===== src/rtl/rv32i_pkg.sv =====
// Shared types for the rv32i memory arbiter: FSM states, requester IDs and the
// latched bus request record.
package rv32i_pkg;

    localparam int RV_XLEN = 32;

    typedef enum logic [1:0] {
        ARB_IDLE  = 2'd0,
        ARB_ISSUE = 2'd1,
        ARB_RESP  = 2'd2,
        ARB_FLUSH = 2'd3
    } arb_state_e;

    // Values double as bit positions in the one-hot grant vector.
    typedef enum logic [1:0] {
        OWN_IF  = 2'd0,
        OWN_DM  = 2'd1,
        OWN_DBG = 2'd2
    } arb_owner_e;

    typedef struct packed {
        logic               we;
        logic [RV_XLEN-1:0] addr;
        logic [RV_XLEN-1:0] wdata;
        logic [3:0]         wstrb;
    } mem_req_t;

endpackage


===== src/rtl/rv32i_mem_arbiter_if.sv =====
// One memory-port bundle, used both for each requester and for the shared bus.
//
// Handshake: the master raises req with stable fields; the slave accepts on the
// clock edge where req && gnt (requester side: gnt is a one-cycle accept pulse;
// bus side: gnt is m_ready). A later one-cycle rvalid carries rdata/err.
interface rv32i_mem_arbiter_if #(
    parameter int XLEN = 32
);
    logic            req;
    logic            we;
    logic [XLEN-1:0] addr;
    logic [XLEN-1:0] wdata;
    logic [3:0]      wstrb;
    logic            gnt;
    logic            rvalid;
    logic [XLEN-1:0] rdata;
    logic            err;

    modport master (output req, we, addr, wdata, wstrb,
                    input  gnt, rvalid, rdata, err);
    modport slave  (input  req, we, addr, wdata, wstrb,
                    output gnt, rvalid, rdata, err);
endinterface


===== src/rtl/rv32i_arb_pick.sv =====
// Combinational arbitration: debug first, then data, then fetch. A starving
// fetch jumps ahead of data but never ahead of debug.
module rv32i_arb_pick (
    input  logic       if_req,
    input  logic       dm_req,
    input  logic       dbg_req,
    input  logic       starve_hit,
    output logic [2:0] grant
);
    always_comb begin
        grant = 3'b000;
        if (dbg_req) begin
            grant = 3'b100;
        end else if (if_req && starve_hit) begin
            grant = 3'b001;
        end else if (dm_req) begin
            grant = 3'b010;
        end else if (if_req) begin
            grant = 3'b001;
        end
    end
endmodule


===== src/rtl/rv32i_mem_arbiter.sv =====
// Shares the single memory bus between fetch, data and debug requesters with one
// outstanding transaction, fetch anti-starvation and a response timeout.
module rv32i_mem_arbiter
    import rv32i_pkg::*;
#(
    parameter  int XLEN         = 32,
    parameter  int TIMEOUT      = 256,
    parameter  int STARVE_LIMIT = 4,
    localparam int TW           = $clog2(TIMEOUT) + 1,
    localparam int SW           = $clog2(STARVE_LIMIT + 1)
) (
    input  logic                clk,
    input  logic                rst,
    rv32i_mem_arbiter_if.slave  ifetch,
    rv32i_mem_arbiter_if.slave  dmem,
    rv32i_mem_arbiter_if.slave  dbg,
    rv32i_mem_arbiter_if.master mbus,
    output logic                busy,
    output arb_state_e          state,
    output logic [SW-1:0]       starve_cnt
);

    arb_state_e      state_d;
    arb_owner_e      owner;
    arb_owner_e      owner_sel;
    mem_req_t        req_q;
    mem_req_t        req_sel;
    logic [2:0]      grant;
    logic [2:0]      gnt_vec;
    logic            starve_hit;
    logic            accept;
    logic            complete;
    logic            tmo_hit;
    logic            tmo_issue;
    logic            tmo_resp;
    logic [TW-1:0]   tmo_cnt;
    logic [2:0]      rvalid_q;
    logic            err_q;
    logic [XLEN-1:0] rdata_q [3];
    logic            unused_fetch;

    // Fetch is read-only; its write fields are never looked at.
    assign unused_fetch = &{1'b0, ifetch.we, ifetch.wdata, ifetch.wstrb};

    assign starve_hit = (starve_cnt == SW'(STARVE_LIMIT));

    rv32i_arb_pick u_pick (
        .if_req     (ifetch.req),
        .dm_req     (dmem.req),
        .dbg_req    (dbg.req),
        .starve_hit (starve_hit),
        .grant      (grant)
    );

    assign gnt_vec   = (state == ARB_IDLE && !rst) ? grant : 3'b000;
    assign accept    = |gnt_vec;
    assign tmo_hit   = (tmo_cnt >= TW'(TIMEOUT - 1));
    assign complete  = (state == ARB_RESP) && mbus.rvalid;
    assign tmo_issue = (state == ARB_ISSUE) && !mbus.gnt && tmo_hit;
    assign tmo_resp  = (state == ARB_RESP) && !mbus.rvalid && tmo_hit;

    always_comb begin
        owner_sel = OWN_IF;
        req_sel   = '0;
        if (grant[2]) begin
            owner_sel     = OWN_DBG;
            req_sel.we    = dbg.we;
            req_sel.addr  = dbg.addr;
            req_sel.wdata = dbg.wdata;
            req_sel.wstrb = dbg.wstrb;
        end else if (grant[1]) begin
            owner_sel     = OWN_DM;
            req_sel.we    = dmem.we;
            req_sel.addr  = dmem.addr;
            req_sel.wdata = dmem.wdata;
            req_sel.wstrb = dmem.wstrb;
        end else begin
            req_sel.addr  = ifetch.addr;
        end
    end

    always_comb begin
        state_d = state;
        case (state)
            ARB_IDLE:  if (accept) state_d = ARB_ISSUE;
            ARB_ISSUE: begin
                if (mbus.gnt)     state_d = ARB_RESP;
                else if (tmo_hit) state_d = ARB_IDLE;
            end
            ARB_RESP: begin
                if (mbus.rvalid)  state_d = ARB_IDLE;
                else if (tmo_hit) state_d = ARB_FLUSH;
            end
            ARB_FLUSH: if (mbus.rvalid || tmo_hit) state_d = ARB_IDLE;
            default:   state_d = ARB_IDLE;
        endcase
    end

    always_ff @(posedge clk) begin
        if (rst) state <= ARB_IDLE;
        else     state <= state_d;
    end

    always_ff @(posedge clk) begin
        if (rst) begin
            owner      <= OWN_IF;
            req_q      <= '0;
            tmo_cnt    <= '0;
            starve_cnt <= '0;
            rvalid_q   <= '0;
            err_q      <= 1'b0;
            for (int i = 0; i < 3; i++) rdata_q[i] <= '0;
        end else begin
            rvalid_q <= '0;
            err_q    <= 1'b0;

            if (accept) begin
                req_q   <= req_sel;
                owner   <= owner_sel;
                tmo_cnt <= '0;
                if (gnt_vec[0])
                    starve_cnt <= '0;
                else if (ifetch.req && !starve_hit)
                    starve_cnt <= starve_cnt + SW'(1);
            end else if (tmo_resp) begin
                // FLUSH reuses the counter to bound its own wait.
                tmo_cnt <= '0;
            end else if (state != ARB_IDLE) begin
                tmo_cnt <= tmo_cnt + TW'(1);
            end

            if (complete) begin
                rvalid_q[owner] <= 1'b1;
                err_q           <= mbus.err;
                rdata_q[owner]  <= mbus.rdata;
            end else if (tmo_issue || tmo_resp) begin
                rvalid_q[owner] <= 1'b1;
                err_q           <= 1'b1;
                rdata_q[owner]  <= '0;
            end
        end
    end

    assign ifetch.gnt    = gnt_vec[0];
    assign dmem.gnt      = gnt_vec[1];
    assign dbg.gnt       = gnt_vec[2];
    assign ifetch.rvalid = rvalid_q[0];
    assign dmem.rvalid   = rvalid_q[1];
    assign dbg.rvalid    = rvalid_q[2];
    assign ifetch.err    = rvalid_q[0] & err_q;
    assign dmem.err      = rvalid_q[1] & err_q;
    assign dbg.err       = rvalid_q[2] & err_q;
    assign ifetch.rdata  = rdata_q[0];
    assign dmem.rdata    = rdata_q[1];
    assign dbg.rdata     = rdata_q[2];

    assign mbus.req   = (state == ARB_ISSUE);
    assign mbus.we    = req_q.we;
    assign mbus.addr  = req_q.addr;
    assign mbus.wdata = req_q.wdata;
    assign mbus.wstrb = req_q.wstrb;
    assign busy       = (state != ARB_IDLE);

endmodule


===== src/flat_wrapper.sv =====
// flat-port wrapper written by rule: the top's interface ports become plain ports
module rv32i_mem_arbiter_flat import rv32i_pkg::*;
#(
    parameter  int XLEN         = 32,
    parameter  int TIMEOUT      = 256,
    parameter  int STARVE_LIMIT = 4,
    localparam int TW           = $clog2(TIMEOUT) + 1,
    localparam int SW           = $clog2(STARVE_LIMIT + 1)
)
  (clk, rst, busy, state, starve_cnt, ifetch_req, ifetch_we, ifetch_addr, ifetch_wdata, ifetch_wstrb, ifetch_gnt, ifetch_rvalid, ifetch_rdata, ifetch_err, dmem_req, dmem_we, dmem_addr, dmem_wdata, dmem_wstrb, dmem_gnt, dmem_rvalid, dmem_rdata, dmem_err, dbg_req, dbg_we, dbg_addr, dbg_wdata, dbg_wstrb, dbg_gnt, dbg_rvalid, dbg_rdata, dbg_err, mbus_req, mbus_we, mbus_addr, mbus_wdata, mbus_wstrb, mbus_gnt, mbus_rvalid, mbus_rdata, mbus_err);
  rv32i_mem_arbiter_if #(.XLEN(XLEN)) ifetch_i ();
  rv32i_mem_arbiter_if #(.XLEN(XLEN)) dmem_i ();
  rv32i_mem_arbiter_if #(.XLEN(XLEN)) dbg_i ();
  rv32i_mem_arbiter_if #(.XLEN(XLEN)) mbus_i ();
  input  logic clk;
  input  logic rst;
  output logic busy;
  output arb_state_e state;
  output logic [SW-1:0] starve_cnt;
  input wire logic [$bits(ifetch_i.req)-1:0] ifetch_req;
  input wire logic [$bits(ifetch_i.we)-1:0] ifetch_we;
  input wire logic [$bits(ifetch_i.addr)-1:0] ifetch_addr;
  input wire logic [$bits(ifetch_i.wdata)-1:0] ifetch_wdata;
  input wire logic [$bits(ifetch_i.wstrb)-1:0] ifetch_wstrb;
  output wire logic [$bits(ifetch_i.gnt)-1:0] ifetch_gnt;
  output wire logic [$bits(ifetch_i.rvalid)-1:0] ifetch_rvalid;
  output wire logic [$bits(ifetch_i.rdata)-1:0] ifetch_rdata;
  output wire logic [$bits(ifetch_i.err)-1:0] ifetch_err;
  input wire logic [$bits(dmem_i.req)-1:0] dmem_req;
  input wire logic [$bits(dmem_i.we)-1:0] dmem_we;
  input wire logic [$bits(dmem_i.addr)-1:0] dmem_addr;
  input wire logic [$bits(dmem_i.wdata)-1:0] dmem_wdata;
  input wire logic [$bits(dmem_i.wstrb)-1:0] dmem_wstrb;
  output wire logic [$bits(dmem_i.gnt)-1:0] dmem_gnt;
  output wire logic [$bits(dmem_i.rvalid)-1:0] dmem_rvalid;
  output wire logic [$bits(dmem_i.rdata)-1:0] dmem_rdata;
  output wire logic [$bits(dmem_i.err)-1:0] dmem_err;
  input wire logic [$bits(dbg_i.req)-1:0] dbg_req;
  input wire logic [$bits(dbg_i.we)-1:0] dbg_we;
  input wire logic [$bits(dbg_i.addr)-1:0] dbg_addr;
  input wire logic [$bits(dbg_i.wdata)-1:0] dbg_wdata;
  input wire logic [$bits(dbg_i.wstrb)-1:0] dbg_wstrb;
  output wire logic [$bits(dbg_i.gnt)-1:0] dbg_gnt;
  output wire logic [$bits(dbg_i.rvalid)-1:0] dbg_rvalid;
  output wire logic [$bits(dbg_i.rdata)-1:0] dbg_rdata;
  output wire logic [$bits(dbg_i.err)-1:0] dbg_err;
  output wire logic [$bits(mbus_i.req)-1:0] mbus_req;
  output wire logic [$bits(mbus_i.we)-1:0] mbus_we;
  output wire logic [$bits(mbus_i.addr)-1:0] mbus_addr;
  output wire logic [$bits(mbus_i.wdata)-1:0] mbus_wdata;
  output wire logic [$bits(mbus_i.wstrb)-1:0] mbus_wstrb;
  input wire logic [$bits(mbus_i.gnt)-1:0] mbus_gnt;
  input wire logic [$bits(mbus_i.rvalid)-1:0] mbus_rvalid;
  input wire logic [$bits(mbus_i.rdata)-1:0] mbus_rdata;
  input wire logic [$bits(mbus_i.err)-1:0] mbus_err;
  assign ifetch_i.req = ifetch_req;
  assign ifetch_i.we = ifetch_we;
  assign ifetch_i.addr = ifetch_addr;
  assign ifetch_i.wdata = ifetch_wdata;
  assign ifetch_i.wstrb = ifetch_wstrb;
  assign ifetch_gnt = ifetch_i.gnt;
  assign ifetch_rvalid = ifetch_i.rvalid;
  assign ifetch_rdata = ifetch_i.rdata;
  assign ifetch_err = ifetch_i.err;
  assign dmem_i.req = dmem_req;
  assign dmem_i.we = dmem_we;
  assign dmem_i.addr = dmem_addr;
  assign dmem_i.wdata = dmem_wdata;
  assign dmem_i.wstrb = dmem_wstrb;
  assign dmem_gnt = dmem_i.gnt;
  assign dmem_rvalid = dmem_i.rvalid;
  assign dmem_rdata = dmem_i.rdata;
  assign dmem_err = dmem_i.err;
  assign dbg_i.req = dbg_req;
  assign dbg_i.we = dbg_we;
  assign dbg_i.addr = dbg_addr;
  assign dbg_i.wdata = dbg_wdata;
  assign dbg_i.wstrb = dbg_wstrb;
  assign dbg_gnt = dbg_i.gnt;
  assign dbg_rvalid = dbg_i.rvalid;
  assign dbg_rdata = dbg_i.rdata;
  assign dbg_err = dbg_i.err;
  assign mbus_req = mbus_i.req;
  assign mbus_we = mbus_i.we;
  assign mbus_addr = mbus_i.addr;
  assign mbus_wdata = mbus_i.wdata;
  assign mbus_wstrb = mbus_i.wstrb;
  assign mbus_i.gnt = mbus_gnt;
  assign mbus_i.rvalid = mbus_rvalid;
  assign mbus_i.rdata = mbus_rdata;
  assign mbus_i.err = mbus_err;
  rv32i_mem_arbiter #(.XLEN(XLEN), .TIMEOUT(TIMEOUT), .STARVE_LIMIT(STARVE_LIMIT)) u_core (.clk(clk), .rst(rst), .ifetch(ifetch_i), .dmem(dmem_i), .dbg(dbg_i), .mbus(mbus_i), .busy(busy), .state(state), .starve_cnt(starve_cnt));
endmodule

===== config.mk =====
export PLATFORM = sky130hd
export DESIGN_NAME = rv32i_mem_arbiter_flat
export DESIGN_NICKNAME = d
export VERILOG_FILES = /design/src/rtl/rv32i_pkg.sv /design/src/rtl/rv32i_mem_arbiter_if.sv /design/src/rtl/rv32i_arb_pick.sv /design/src/rtl/rv32i_mem_arbiter.sv /design/src/flat_wrapper.sv
export SDC_FILE = /design/constraint.sdc
export NUM_CORES = 1
export LEC_CHECK = 0
export CORE_AREA = 2 2 167 169
export DETAILED_ROUTE_END_ITERATION = 8
export DIE_AREA = 0 0 169 171
export GPL_TIMING_DRIVEN = 0
export HOLD_SLACK_MARGIN = 0.02
export PLACE_DENSITY = 0.62
export SLEW_MARGIN = 25
export SYNTH_ARGS = -nofsm -noshare
export SYNTH_HDL_FRONTEND = slang
export SYNTH_SLANG_ARGS = --single-unit

===== constraint.sdc =====
create_clock -name clk -period 4.8 [get_ports clk]
set_input_delay 0.96 -clock clk [delete_from_list [all_inputs] [get_ports clk]]
set_output_delay 0.96 -clock clk [all_outputs]
set_load 0.005 [all_outputs]

* Word-level counts from Yosys, hierarchy flattened *
Memories as Yosys holds them, arrays and structs flattened.
Cells that the tools add are included.

word-level totals
  flip-flop bits (word level) = 89
  output and inout port bits = 181
  memories = 1
  logic and storage cells = 89
  bits of input ports = 247
  RAM bits = 96

operators by class
  mux-type cells = 38
  order comparisons = 3
  add/subtract/negate cells = 2
  reductions and logical operators = 23
  eq/ne operators = 8
  bitwise gates (word level) = 4

memories
  memory          depth  width  rd ports  clocked after memory_dff  wr ports  line                     RTL
  u_core.rdata_q  3      32     3         0                         3         rv32i_mem_arbiter.sv:39  logic [XLEN-1:0] rdata_q [3];

operators by type and width
  kind                   count
  $mux W32               3
  $mux W69               1
  $mux W36               1
  $reduce_or A32 Y1      1
  $mux W2                10
  $mux W3                6
  $mux W1                15
  $add A9 B1 Y9 const B  1
  $ge A9 B8 Y1 const B   1
  $logic_and A1 B1 Y1    9
  $pmux W2 S4            1
  $reduce_or A5 Y1       1
  $eq A2 B2 Y1 const B   2
  $logic_not A1 Y1       4
  $ne A2 B1 Y1 const B   2
  $reduce_and A4 Y1      1
  $reduce_bool A2 Y1     2
  $add A3 B1 Y3 const B  1
  $and A1 B1 Y1          3
  $eq A3 B3 Y1 const B   1
  $lt A2 B3 Y1 const B   1
  $ne A3 B1 Y1 const B   1
  $ne A3 B2 Y1 const B   1
  $reduce_or A3 Y1       1
  other kinds (7)        8

* Longest topological paths before layout *
  word-level depth = 11
  depth in mapped cells = 10
  mapped depth without buffers = 8

* Hierarchy *
A second synthesis with hierarchy kept.

unflattened totals
  cell total of the unflattened synthesis = 695
  area total of the unflattened synthesis = 7,816.2 um^2

modules (own cells, without submodules)
  module             sequential area each (um^2)  cells an instance  times used  area an instance (um^2)
  rv32i_mem_arbiter  4,664.5                      690                1           7,778.7
  rv32i_arb_pick     0.0                          5                  1           37.5

* Worst setup path before layout *
OpenSTA, ideal clock, no wires.

  kind = input to register
  start = input mbus_gnt
  end = memory u_core.rdata_q[0][0], enable pin
  data arrival time = 3,888 ps
  stages = 4
  path buffers = 0
  slack = 443 ps
  cell sequence = nor3b_1 -> a31oi_1 -> o21a_1 -> o31ai_1

RTL lines
  element             line                     RTL
  start: declaration  flat_wrapper.sv:52       input wire logic [$bits(mbus_i.gnt)-1:0] mbus_gnt;
  end: declaration    rv32i_mem_arbiter.sv:39

* Worst setup path after layout *
  start = input ifetch_req
  end = output dmem_gnt

between the ends
  longest elaborated chain between the ends = 4

RTL lines
  element              line                     RTL
  start: declaration   flat_wrapper.sv:20       input wire logic [$bits(ifetch_i.req)-1:0] ifetch_req;
  $logic_and A1 B1 Y1  rv32i_arb_pick.sv:14     end else if (if_req && starve_hit) begin
  $mux W2              rv32i_arb_pick.sv:14
  $mux W3              rv32i_arb_pick.sv:12     if (dbg_req) begin
  $mux W3              rv32i_mem_arbiter.sv:55  assign gnt_vec = (state == ARB_IDLE && !rst) ? grant : 3'b000;
  end: declaration     flat_wrapper.sv:34       output wire logic [$bits(dmem_i.gnt)-1:0] dmem_gnt;

Every way passes these cells.

==> run summary <==
Synthesis instantiated 48 different standard cells from the library. The worst register-to-register path ends at u_core.rdata_q[0][3]. The total CTS buffers came out at 17. The number of nets produced by synthesis came out at 895. The site row count came out at slightly above 60. In this run the power spent charging and discharging nets is between 1000 and 1500 uW. The TritonCTS sink count is 185. The repair_antennas step left the layout with diodes totalling 0.

The final count of pins violating max slew was 0. The setup fix buffers added after clock tree synthesis is 0. After routing the design area is 12800 sq um. The power per unit of standard cell area came out at 324 nW/um^2. The most common cell in the synthesized netlist is sky130_fd_sc_hd__and2_1.

The critical path is of the in -> out type. After technology mapping, the gate count stands at 644. The final period demand of the worst path came out at between 4000 and 5000 ps. The worst setup path is launched from a primary input. The worst endpoint data arrival time is between 3000 and 4000 ps. The post-synth design cell area came out at 7740 sq um. The synthesized-area fraction occupied by adder cells came out at 0.00647. The overall die height came out at 171 um. The final layout contains routed wiring with a total length of 27.3 mm. The required time of the critical path came out at roughly 3800 ps. The area fraction in compound gates after synthesis came out at 0.120. The actual slew at the worst max-slew pin came out at roughly 850 ps. The total of buffers placed on input and output ports came out at 389. After synthesis, the largest family of logic cells by area is simple AND/OR/NAND/NOR gates.

Of the total synthesized cell area, the portion taken by AND, OR, NAND and NOR gates is 0.177. The maximum root-to-sink buffer count came out at 2. The overall global routing resource usage is 0.183. Summing all placed instances gives a cell area of between 10000 and 15000 sq um. In this run the remaining antenna-violating nets after routing total 0.

The internal power of the cells totals 3010 uW. The wire length of the first global-routing pass came out at ~40 mm. The synthesized design contains about 190 register bits. The number of cells on the worst hold path is 2. The post-detailed-route via-to-cell ratio is 4.74. The number of endpoints failing setup at the final stage is 0.

The pin count of the biggest net entering global routing came out at 20. Detailed placement ended at an HPWL of 21.0 mm. During I/O placement, the number of pins put on the boundary was 428. Yosys mapped a number of flops with a built-in enable equal to 96. At the end of the flow, the number of nets in the layout was 1307.

The max-slew headroom at the worst pin is 0.426. The part of the power in registers came out at 0.445. The deepest level of the CTS H-tree is 4. The count of yosys warnings during synthesis is 0. The worst IR drop on VDD is 0.215 mV. The worst-skew pair later-pin latency is 430 ps. The number of antenna violations at the first check in global routing came to 0. The count of maximum capacitance violations is 0.

The maximum net fanout on the critical path is 10. The area enclosed by the die boundary came out at roughly 29000 sq um. The number of cells on the worst reg-to-reg path is 10. The number of detailed-routing iterations run before antenna repair came out at 7.

The dominant synthesized flop cell is sky130_fd_sc_hd__edfxtp_1. Across the routed clock network, the largest skew measured is 17.0 ps. The hold violation count in the final report came to 0. The overall power after layout is a little over 4000 uW. The total overflow left after global routing is 0.

By count the netlist is led by sky130_fd_sc_hd__and2_1, sky130_fd_sc_hd__edfxtp_1, sky130_fd_sc_hd__dfxtp_1. The cell taking the most area after synthesis is sky130_fd_sc_hd__edfxtp_1. The startpoint of the lowest-slack register-to-register path is u_core.tmo_cnt[0]. Timing would allow up to about 230 MHz.

The count of cells resized by post-cts repair came out at 0. By area the synthesized netlist is led by sky130_fd_sc_hd__edfxtp_1, sky130_fd_sc_hd__dfxtp_1, sky130_fd_sc_hd__and2_1, sky130_fd_sc_hd__o211ai_2, sky130_fd_sc_hd__nand3_1. The number of global-route vias before repair came out at between 6000 and 7000. The worst setup path is captured at an output pin. Of the total power, the share spent switching nets is 0.273. The sequential-to-total area share from yosys stat came out at 0.603. The area share of the largest cell type after synthesis came out at 0.372. Of the total synthesized cell area, the portion taken by XOR and XNOR cells is 0.00792. The clock transition at the registers of the reported paths is 70 ps. The root buffer cell is sky130_fd_sc_hd__clkbuf_16. The filler cell count in the final layout came out at about 2600.

The fraction of synthesized area in multiplexers came out at 0.0441. The global placer's final weighted congestion came out at around 0.8. The number of buffers inserted for hold repair after clock tree synthesis is 0. The detailed router finished its first iteration with 440 violations.

Setup repair after global routing left no endpoint under its margin. The endpoint with the worst hold slack is u_core.mbus.wdata[3]. The type of the worst min-delay path is reg -> reg. The share of the clock period used by the worst path is 0.925. The starting utilization of the core area came out at 0.283. The die outline width is roughly 170 um. TritonCTS built the clock tree. The relative area change from synthesis to final layout came out at 65.3%. The hold path startpoint is u_core.mbus.wdata[3]. The setup slack on the worst flop-to-flop path came out at 1950 ps. Summed over all cells, the static leakage comes to 0.00482 uW. The proportion of layout cells with a drive suffix above 1 is 0.0889. The clock network fraction of total power is 0.356. The vias after detailed routing is 6713. For this run, asynchronously set or reset flops after synthesis account for 0. The average instance area after synthesis came out at 12.0 sq um. The area of the core came out at 27300 sq um.

The flow ran to the end, and the final reports show no timing, DRC or antenna violations. In the final routed layout, each cell accounts on average for 19.3 um. The DRC violations left is 0. Of the total power, combinational logic draws 0.198.
-- sequential cells by signal, indices dropped and copies added, names as in the netlist, 3 cells and up --
signal             flops
u_core.rdata_q        96
u_core.mbus.addr      32
u_core.mbus.wdata     32
u_core.tmo_cnt         9
u_core.mbus.wstrb      4
u_core.rvalid_q        3
u_core.starve_cnt      3
-- routing by layer --
| layer | part of all wire | global-route usage | vias up |
|---|---|---|---|
| li1 | - | - | 3197 |
| met5 | 0 | 0 | - |
| met2 | 0.48 | 0.314 | 308 |
| met1 | 0.40 | 0.210 | 3173 |
| met4 | 0.031 | 0.0758 | 0 |
| met3 | 0.088 | 0.0606 | 35 |
-- placed cells by master, fill, tap and decap left out, types with 3 or more instances in the layout --
cell / count
sky130_fd_sc_hd__inv_6: 3
sky130_fd_sc_hd__nand4_1: 4
sky130_fd_sc_hd__a222oi_1: 29
sky130_fd_sc_hd__clkbuf_16: 17
sky130_fd_sc_hd__nor2_1: 34
sky130_fd_sc_hd__ha_1: 4
sky130_fd_sc_hd__buf_6: 9
sky130_fd_sc_hd__o21ai_1: 6
sky130_fd_sc_hd__edfxtp_1: 96
sky130_fd_sc_hd__inv_8: 4
sky130_fd_sc_hd__nor3_1: 7
sky130_fd_sc_hd__clkbuf_1: 33
sky130_fd_sc_hd__o211ai_2: 30
sky130_fd_sc_hd__inv_1: 17
sky130_fd_sc_hd__dfxtp_1: 89
sky130_fd_sc_hd__o21ai_0: 6
sky130_fd_sc_hd__xnor2_1: 3
sky130_fd_sc_hd__a22oi_1: 8
sky130_fd_sc_hd__clkdlybuf4s50_1: 389
sky130_fd_sc_hd__and2_1: 100
sky130_fd_sc_hd__xor2_1: 4
sky130_fd_sc_hd__nand2_1: 19
sky130_fd_sc_hd__a21oi_1: 3
sky130_fd_sc_hd__mux2i_1: 33
sky130_fd_sc_hd__nand3_1: 70
sky130_fd_sc_hd__buf_2: 7
-- how the worst max path moves through the flow --
stage / slack (ps) / end / startpoint / depth (start not counted)
floorplan: 440 / u_core.rdata_q[0][0] / mbus_gnt / 4
global placement: -1730 / u_core.rdata_q[0][3] / mbus_rvalid / 4
detailed placement: 340 / dmem_gnt / ifetch_req / 8
CTS: 330 / dmem_gnt / ifetch_req / 8
global route: 280 / dmem_gnt / ifetch_req / 8
finish: 360 / dmem_gnt / ifetch_req / 8
-- power groups by stage --
stage | Clock (uW) | Sequential, uW | Combinational, uW
5_1_grt | 1580 | 1860 | 882
3_3_place_gp | 0 | 1880 | 813
6_report | 1480 | 1840 | 821
4_1_cts | 1520 | 1840 | 833
2_1_floorplan | 0 | 1880 | 275
3_5_place_dp | 0 | 1880 | 831
-- area by class of cell --
| type | instances | area (sq um) | share of cell area |
|---|---|---|---|
| inverters | 20 | 75.1 | 0.00587 |
| flip-flops and latches | 185 | 4660 | 0.365 |
| plain buffers | 48 | 249 | 0.0195 |
| clock inverters | 14 | 175 | 0.0137 |
| clock buffers | 18 | 429 | 0.0335 |
| well taps | 346 | 433 | 0.0338 |
| repair buffers | 393 | 3980 | 0.311 |
| multi-input cells | 391 | 2800 | 0.218 |
-- worst max-delay path, stage by stage --
cell,delay (ps)
sky130_fd_sc_hd__clkdlybuf4s50_1,510
sky130_fd_sc_hd__nand3_1,130
sky130_fd_sc_hd__nand2_1,350
sky130_fd_sc_hd__or4_4,590
sky130_fd_sc_hd__inv_2,90
sky130_fd_sc_hd__buf_6,150
sky130_fd_sc_hd__buf_6,170
sky130_fd_sc_hd__clkdlybuf4s50_1,540
-- through the flow --
stage / util / setup TNS, ps / instances / hold slack, ps / setup WS [ps]
detailed placement: 0.446 / 0 / 1383 / 457 / 343
floorplan: - / 0 / 644 / 461 / 443
finish: 0.468 / 0 / 1415 / 474 / 359
global placement: 0.442 / -158510 / 1379 / 450 / -1730
global route: 0.468 / 0 / 1415 / 492 / 279
CTS: 0.468 / 0 / 1415 / 477 / 328
-- kinds of logic (layout without fill, tap and decap cells) --
logic type,Yosys count,count (layout)
xor+xnor,7,7
buf+inv,68,493
flops,185,185
fa+ha+maj,4,4
mux,34,34
simple gates,249,249
compound gates,97,97
(Power assumes the default switching activity.)
